==> config.mk <==
export PLATFORM = sky130hd
export DESIGN_NAME = fifo_rd_ctrl
export DESIGN_NICKNAME = d
export VERILOG_FILES = /design/src/rtl/fifo_pkg.sv /design/src/rtl/fifo_rd_pack.sv /design/src/rtl/fifo_rd_ctrl.sv
export SDC_FILE = /design/constraint.sdc
export NUM_CORES = 1
export LEC_CHECK = 0
export ABC_CLOCK_PERIOD_IN_PS = 3100
export CORE_MARGIN = 2
export CORE_UTILIZATION = 53
export CTS_CLUSTER_DIAMETER = 120
export DETAILED_ROUTE_END_ITERATION = 6
export PLACE_DENSITY = 0.79
export REMOVE_ABC_BUFFERS = 1
export SYNTH_ARGS = -nofsm -noshare
export SYNTH_HDL_FRONTEND = slang
export SYNTH_SLANG_ARGS = --single-unit
==> constraint.sdc <==
create_clock -name rd_clk -period 3.1 [get_ports rd_clk]
set_input_delay 0.93 -clock rd_clk [delete_from_list [all_inputs] [get_ports rd_clk]]
set_output_delay 0.93 -clock rd_clk [all_outputs]
set_load 0.02 [all_outputs]
==> src/rtl/fifo_pkg.sv <==
`default_nettype none
// ============================================================================
// Module   : fifo_pkg
// Purpose  : Shared defaults and width helpers for the FIFO read-side drain
//            controller (fifo_rd_ctrl) and its byte packer (fifo_rd_pack).
// Contents : DATA_W_DEF / PACK_DEF default geometry, WORD_W_DEF word width,
//            bytes_w() width of the valid-byte count, word_w() packed width.
// Revision : 1.0 - initial release
// ============================================================================
package fifo_pkg;

  localparam int DATA_W_DEF = 8;
  localparam int PACK_DEF   = 4;
  localparam int WORD_W_DEF = DATA_W_DEF * PACK_DEF;

  // Width needed to hold a byte count in the range 0..pack.
  function automatic int bytes_w(input int pack);
    return $clog2(pack) + 1;
  endfunction

  // Width of one packed output word.
  function automatic int word_w(input int data_w, input int pack);
    return data_w * pack;
  endfunction

endpackage
`default_nettype wire

==> src/rtl/fifo_rd_pack.sv <==
`default_nettype none
// ============================================================================
// Module   : fifo_rd_pack
// Purpose  : Byte-slot pack register. Captures one FIFO entry per cap_en into
//            slot cnt, counts captured entries and presents the zero-padded
//            word including any byte captured this cycle.
// Ports    : clk, rst_n (sync, active-low)
//            cap_en / cap_data : write cap_data into slot cnt, cnt increments
//            clear             : empty the register (word has moved out)
//            cnt               : entries currently held
//            cnt_next          : entries held once this cycle's capture lands
//            word_next         : packed word including this cycle's capture
// Revision : 1.0 - initial release
// ============================================================================
module fifo_rd_pack
  import fifo_pkg::*;
#(
  parameter int DATA_W = DATA_W_DEF,
  parameter int PACK   = PACK_DEF
) (
  input  logic                          clk,
  input  logic                          rst_n,
  input  logic                          cap_en,
  input  logic [DATA_W-1:0]             cap_data,
  input  logic                          clear,
  output logic [bytes_w(PACK)-1:0]      cnt,
  output logic [bytes_w(PACK)-1:0]      cnt_next,
  output logic [word_w(DATA_W,PACK)-1:0] word_next
);

  localparam int BW = bytes_w(PACK);

  logic [PACK-1:0][DATA_W-1:0] slots_q, slots_d, slots_cap;
  logic [BW-1:0]               cnt_q, cnt_d;

  always_comb begin
    slots_cap = slots_q;
    for (int i = 0; i < PACK; i++) begin
      if (cap_en && (cnt_q == BW'(i))) begin
        slots_cap[i] = cap_data;
      end
    end
    cnt_next = cnt_q + BW'(cap_en);

    // Slots are zeroed whenever the word leaves, so unused slots of a
    // partial word are already zero and need no masking.
    if (clear) begin
      slots_d = '0;
      cnt_d   = '0;
    end else begin
      slots_d = slots_cap;
      cnt_d   = cnt_next;
    end
  end

  always_ff @(posedge clk) begin
    if (!rst_n) begin
      slots_q <= '0;
      cnt_q   <= '0;
    end else begin
      slots_q <= slots_d;
      cnt_q   <= cnt_d;
    end
  end

  assign cnt       = cnt_q;
  assign word_next = slots_cap;

endmodule
`default_nettype wire

==> src/rtl/fifo_rd_ctrl.sv <==
`default_nettype none
// ============================================================================
// Module   : fifo_rd_ctrl
// Purpose  : Read-side drain controller for the dual-clock FIFO. Issues pops
//            while the FIFO is non-empty, absorbs the one-cycle registered
//            read latency, packs PACK entries per word and offers each word on
//            a valid/ready stream. A flush emits the current partial word.
// Ports    : rd_clk, rd_rst_n (sync, active-low)
//            fifo_empty, fifo_rd_en, fifo_rd_data : FIFO read port
//            flush                                : emit partial word
//            m_data, m_bytes, m_valid, m_ready    : output stream
//            m_parity (optional)                  : XOR reduction of m_data
// Config   : FIFO_RD_CTRL_PARITY_EN adds the registered m_parity output.
// Revision : 1.0 - initial release
// ============================================================================
module fifo_rd_ctrl
  import fifo_pkg::*;
#(
  parameter int DATA_W = DATA_W_DEF,
  parameter int PACK   = PACK_DEF
) (
  input  logic                           rd_clk,
  input  logic                           rd_rst_n,
  input  logic                           fifo_empty,
  output logic                           fifo_rd_en,
  input  logic [DATA_W-1:0]              fifo_rd_data,
  input  logic                           flush,
  output logic [word_w(DATA_W,PACK)-1:0] m_data,
  output logic [bytes_w(PACK)-1:0]       m_bytes,
  output logic                           m_valid,
  input  logic                           m_ready
`ifdef FIFO_RD_CTRL_PARITY_EN
  ,
  output logic                           m_parity
`endif
);

  localparam int              BW     = bytes_w(PACK);
  localparam int              WW     = word_w(DATA_W, PACK);
  localparam logic [BW-1:0]   PACK_C = BW'(PACK);

  logic [BW-1:0] cnt, cnt_next;
  logic [WW-1:0] word_next;

  logic          inflight_q, inflight_d;
  logic          flush_pend_q, flush_pend_d;
  logic          m_valid_q, m_valid_d;
  logic [WW-1:0] m_data_q, m_data_d;
  logic [BW-1:0] m_bytes_q, m_bytes_d;
  logic [BW:0]   occ;
  logic          room, slot_free, flush_req, flush_live, emit;
`ifdef FIFO_RD_CTRL_PARITY_EN
  logic          m_parity_q, m_parity_d;
`endif

  fifo_rd_pack #(
    .DATA_W (DATA_W),
    .PACK   (PACK)
  ) u_pack (
    .clk       (rd_clk),
    .rst_n     (rd_rst_n),
    .cap_en    (inflight_q),
    .cap_data  (fifo_rd_data),
    .clear     (emit),
    .cnt       (cnt),
    .cnt_next  (cnt_next),
    .word_next (word_next)
  );

  always_comb begin
    // Held plus in-flight entries must leave room, otherwise a pop would
    // overrun the pack register.
    occ        = {1'b0, cnt} + {{BW{1'b0}}, inflight_q};
    room       = occ < {1'b0, PACK_C};
    slot_free  = !m_valid_q || m_ready;
    flush_req  = flush || flush_pend_q;
    // A flush only matters when there is something to emit.
    flush_live = flush_req && ((cnt != '0) || inflight_q);
    fifo_rd_en = rd_rst_n && !fifo_empty && room && !flush_live;
    inflight_d = fifo_rd_en;

    emit         = 1'b0;
    flush_pend_d = 1'b0;
    if (inflight_q) begin
      // Completing capture loads straight into the output slot; a flush
      // coinciding with completion is absorbed by it.
      emit         = (cnt_next == PACK_C) && slot_free;
      flush_pend_d = flush_req && (cnt_next != PACK_C);
    end else begin
      emit         = slot_free && ((cnt == PACK_C) || (flush_req && (cnt != '0)));
      flush_pend_d = flush_req && (cnt != '0) && (cnt != PACK_C) && !emit;
    end

    m_valid_d = m_valid_q && !m_ready;
    m_data_d  = m_data_q;
    m_bytes_d = m_bytes_q;
    if (emit) begin
      m_valid_d = 1'b1;
      m_data_d  = word_next;
      m_bytes_d = cnt_next;
    end
`ifdef FIFO_RD_CTRL_PARITY_EN
    m_parity_d = emit ? ^word_next : m_parity_q;
`endif
  end

  always_ff @(posedge rd_clk) begin
    if (!rd_rst_n) begin
      inflight_q   <= 1'b0;
      flush_pend_q <= 1'b0;
      m_valid_q    <= 1'b0;
      m_data_q     <= '0;
      m_bytes_q    <= '0;
`ifdef FIFO_RD_CTRL_PARITY_EN
      m_parity_q   <= 1'b0;
`endif
    end else begin
      inflight_q   <= inflight_d;
      flush_pend_q <= flush_pend_d;
      m_valid_q    <= m_valid_d;
      m_data_q     <= m_data_d;
      m_bytes_q    <= m_bytes_d;
`ifdef FIFO_RD_CTRL_PARITY_EN
      m_parity_q   <= m_parity_d;
`endif
    end
  end

  assign m_data  = m_data_q;
  assign m_bytes = m_bytes_q;
  assign m_valid = m_valid_q;
`ifdef FIFO_RD_CTRL_PARITY_EN
  assign m_parity = m_parity_q;
`endif

endmodule
`default_nettype wire

==> Yosys cells after proc, flatten, opt, wreduce, memory -nomap -nowiden <==
Cells that the tools add are included.
{ "totals": {"out_inout_bits": 37, "elab_cells": 55, "regBits": 73, "in_bits": 13} }
{ "classes": {"n_eq_ne": 7, "n_lt_le_gt_ge": 1, "n_addsub": 2, "n_reduce_logical": 27, "mux": 7, "bitwise_logic": 1} }
{ "op_table": {"columns": ["cell", "n"], "rows": [
  ["8-bit two-way mux", 4],
  ["1-bit logical AND", 15],
  ["3-bit by 2-bit equality test with 1-bit output, second input constant", 2],
  ["3-bit equality test, second input constant", 2],
  ["3-bit != test, second input constant", 2],
  ["1-bit zero test", 5],
  ["3-bit by 1-bit adder with 4-bit output", 1],
  ["1-bit logical OR", 4],
  ["4-bit by 3-bit less-than comparator with 1-bit output, second input constant", 1],
  ["3-bit by 1-bit adder with 3-bit output", 1],
  ["3-bit by 1-bit equality test with 1-bit output, second input constant", 1],
  ["3-bit zero test", 1],
  ["1-bit two-way mux", 3],
  ["3-bit nonzero test", 1],
  ["2-bit OR reduction", 1],
  ["1-bit inverter", 1]
]} }

==> Logic depth before layout (Yosys ltp) <==
Gate-level depths: netlist of the first run.
{ "logic_depth": {"ltp_word": 7, "depth_mapped": 9, "mapped_depth_nobuf": 6} }

==> Hierarchy <==
A second synthesis of the first run with hierarchy kept.
{ "hier_totals": {"cells_unflattened": 344, "hier_area_um2": 3482.1} }
{ "modules_own_cells": {"columns": ["mod", "n_inst", "seq_area_each_um2", "area_each_um2", "cells_each"], "rows": [
  ["fifo_rd_pack", 1, 700.7, 1871.8, 166],
  ["fifo_rd_ctrl", 1, 760.7, 1610.3, 178]
]} }

==> Least setup slack after synthesis of the first run <==
No wires, ideal clock.
{ "synth_timing": {"path_type": "in2out", "start": "in rd_rst_n", "end": "out fifo_rd_en", "t_arrival_ps": 1785, "slack_ps": 385, "n_path_buf": 2, "required_time_ps": 2170, "path_stages": 3, "path_cell_list": "clkbuf_1 -> clkbuf_1 -> and4b_1"} }
{ "synth_between": {"elab_chain_len": 3} }
{ "synth_lines": {"columns": ["item", "line", "rtl"], "rows": [
  ["start, declared", "fifo_rd_ctrl.sv:23", "input logic rd_rst_n,"],
  ["1-bit logical AND (3 in series)", "fifo_rd_ctrl.sv:79", "fifo_rd_en = rd_rst_n && !fifo_empty && room && !flush_live;"],
  ["end, declared", "fifo_rd_ctrl.sv:25", "output logic fifo_rd_en,"]
]} }
No other way between the ends.

==> Worst setup path in the final report of the first run <==
{ "layout_timing": {"start": "in flush", "end": "out fifo_rd_en"} }
{ "layout_between": {"elab_chain_len": 4} }
{ "layout_lines": {"columns": ["item", "line", "rtl"], "rows": [
  ["start, declared", "fifo_rd_ctrl.sv:27", "input logic flush,"],
  ["1-bit logical OR", "fifo_rd_ctrl.sv:76", "flush_req = flush || flush_pend_q;"],
  ["1-bit logical AND", "fifo_rd_ctrl.sv:78", "flush_live = flush_req && ((cnt != '0) || inflight_q);"],
  ["1-bit zero test", "fifo_rd_ctrl.sv:79", null],
  ["1-bit logical AND", "fifo_rd_ctrl.sv:79", null]
]} }
No other way between the ends.

==> results of run 1 <==
-- registers in the layout, summed over array words and instances (netlist names) --
signal,count
u_pack.cnt,3
flush_pend_q,1
u_pack.slots_q,32
m_bytes,3
inflight_q,1
m_valid,1
m_data,32
-- cell type report --
| type | count | area [um2] | share of cell area, % |
|---|---|---|---|
| tap | 72 | 90.09 | 2.348 |
| inverter | 1 | 3.754 | 0.09785 |
| clock inverter | 5 | 125.1 | 3.262 |
| multi-input combinational | 198 | 1449 | 37.77 |
| sequential | 73 | 1464 | 38.16 |
| clock buffer | 11 | 151.4 | 3.947 |
| timing repair buffer | 58 | 553.0 | 14.42 |
-- synth_stat cells --
master and count:
nand4b_1 1, a21o_1 1, a2111o_1 1, a21oi_2 1, nor4b_2 1, o21ai_0 3
mux2i_1 3, nor4bb_1 2, buf_1 7, dfxtp_1 73, o21ai_2 29, nor2_1 3
buf_6 6, o32ai_1 1, xnor2_2 1, or4_4 1, nor2b_1 32, nand2_1 36
clkbuf_1 10, nand4_1 32, nand3_1 3, nand2b_1 2, nor4_1 1, and2_4 1
o31ai_1 1, inv_1 1, mux2_2 31, and3_1 2, buf_2 4, nor3_1 2
a21oi_1 2, ha_1 2, and4b_1 2, or2_1 1
-- worst register-to-register path, cell delays in order, from the launching register on --
cell and delay [ns]:
dfxtp_2 0.36, ha_1 0.22, ha_1 0.23, xnor2_2 0.18
or4_4 0.65, and2_4 0.39, o31ai_1 0.28
-- report_power, final --
| part | internal [mW] | total (mW) | switching (mW) |
|---|---|---|---|
| registers | 0.956 | 0.968 | 0.0118 |
| logic | 0.0759 | 0.197 | 0.122 |
| clock network | 0.659 | 1.00 | 0.346 |
| total | 1.69 | 2.17 | 0.479 |
-- layer usage --
metal | vias up | track usage, % | routed length, um
met3 | 13 | 6.222 | 298
li1 | 1144 | - | -
met1 | 1113 | 28.64 | 3026
met5 | - | 0 | 0
met4 | 0 | 10.68 | 131
met2 | 70 | 31.50 | 2823
-- worst max path at each step --
stage	start	end	slack (ns)	cells after the start
after global placement	flush	fifo_rd_en	-0.13	4
final	flush	fifo_rd_en	0.16	4
after global routing	flush	fifo_rd_en	0.03	4
after detailed placement	flush	fifo_rd_en	-0.15	4
after CTS	flush	fifo_rd_en	0.13	4
after floorplan	m_ready	u_pack.slots_q[0]$_SDFF_PP0_	0.25	4
-- cells by family (layout without fill, tap and decap cells) --
family,Yosys count,in the layout
compound gates,39,39
xor+xnor,1,1
fa+ha+maj,2,2
buf+inv,28,75
flops,73,73
mux,34,34
simple gates,122,122
-- timing repair --
action	4_1_cts	5_1_grt
setup buffers	0	0
gates resized for setup	2	2
endpoints found under the setup margin	1	1
-- per-stage QoR --
step                      instances  utilization [%]
after floorplan                 272                -
after global placement          402            64.21
after detailed placement        402            64.21
after CTS                       418            69.20
after global routing            418            69.24
final                           418            69.24
==> reports/results.txt, run 1 <==
Critical path arrival = 2.01 ns
N_diodes = 0
Grt ovf = 0
Yosys cell types = 34
Final critical-path share of the clock period = 94.76%
Final ANT Viol Nets = 0
Most frequent cells in the layout = dfxtp_1, clkdlybuf4s50_1, nand2_1, nor2b_1, nand4_1
CP max-delay cell = clkdlybuf4s50_1
Placer Congestion = 0.7319
Critical path required time = 2.17 ns
Pwr/cell area = 565.5 mW/mm2
Fillers = 459
Rows = 27
# DRC = 0
Largest family of logic cells by synthesized area = simple AND/OR/NAND/NOR gates
WL/cell = 15.02 um
Worst Setup Path Type = in -> out
Seq/Total Area, Yosys = 47.87%
Via count = 2340
1st-pass router iterations = 4
Clock sink total = 73
Peak supply drop = 0.0003257 V
XOR/XNOR Fraction of Synth Area = 0.5328%
RSZ-0062 raised after global routing = false
Finished Cell Area = 0.003836 mm2
Cell-by-cell trace of the critical path = clkdlybuf4s50_1 > o32ai_1 > and4b_1 > clkdlybuf4s15_1
CTS tree = yes
Worst r2r dst = m_data[30]$_SDFFE_PN0P_
Most common cell after layout, fill and taps aside = dfxtp_1
Die height = 79.90 um
Synth Area in Compound Gates = 10.57%
Initial antenna violation count = 0
IO Count = 50
Hold Buf Count CTS = 0
CP endpoint kind = primary output
IO Port Bufs = 49
Via-to-Cell Ratio = 5.598
Max_cap viols = 0
Crit-path max cell delay = 0.42 ns
R2R Path Start = u_pack.cnt[0]$_SDFF_PP0_
CP bufs+invs = 2
Synth area leaders = dfxtp_1, mux2_2, o21ai_2
Largest net degree at the start of global routing = 42
Max Slew Vio Count = 0
Crit path max-delay family = buffers and inverters
Largest area contributor in the synthesized netlist = dfxtp_1
DP Area = 0.003557 mm2
Area growth syn-to-layout = 25.66%
DIE AREA = 0.006383 mm2
Iter 0 DRT Violations = 109
Max Fanout on Critical Path = 2
Critical Path Source Type = input port
Clock skew = 0.008338 ns
Clock slew at reported path FFs = 0.07 ns
Endpoint of the worst hold path = m_bytes[2]$_SDFFE_PN0P_
Number of H-tree levels = 3
Multiplexer area fraction after synthesis = 12.42%
Post-synthesis simple-gate area fraction = 22.70%
Tightest Pin Transition = 0.7186 ns
Synthesized area = 0.003053 mm2
Area share of the largest cell type after synthesis = 47.87%
Seq cells post-synth = 73
First-pass GRT wire length = 10440 um
Routed WL = 6279 um
Status = complete, no violations
Final worst path period need = 2.937 ns
Vias in the first global route = 2172
Clock Tree Buf Depth = 2
Post-Synth Adder-Cell Area = 0.8197%
Final TNS setup = 0 ns
Die width = 79.90 um
Max Freq = 0.3404 GHz
Flop-to-flop setup slack = 0.70 ns
Hold Path Class = reg -> reg
Root Driver = clkbuf_8
Syn Inst Count = 299
Lkg Pwr = 1.425 nW
Layout Nets = 356
Clock latency on the worst-skew pair = 0.35 ns
Hold Crit Start = m_bytes[2]$_SDFFE_PN0P_
Hold slack = 0.4635 ns
Warnings from Yosys = 0
Min setup slack post-route = 0.1626 ns
Post-DP HPWL = 3911 um
Core area = 0.005540 mm2
Worst slew margin = 51.41%
Hold depth = 2
Inserted Clock Buffers = 9
Share of layout cells above drive strength 1 = 27.46%
R2R depth = 6
Final setup fails = 0
Initial Util = 55.10%
Overall power = 2.169 mW
Setup WS pre-CTS = -0.1516 ns
Syn_area_per_cell = 10.21 um2
Final Hold Viols = 0
Gr usage total = 21.45%
No activity file was read; power rests on OpenSTA's default activity.
==> run 2, diff against run 1 <==
--- a/config.mk
+++ b/config.mk
@@ -5,7 +5,6 @@
 export SDC_FILE = /design/constraint.sdc
 export NUM_CORES = 1
 export LEC_CHECK = 0
-export ABC_CLOCK_PERIOD_IN_PS = 3100
 export CORE_MARGIN = 2
 export CORE_UTILIZATION = 53
 export CTS_CLUSTER_DIAMETER = 120
==> results of run 2 <==
The final DEF is identical to that of run 1; final timing and power are the same.
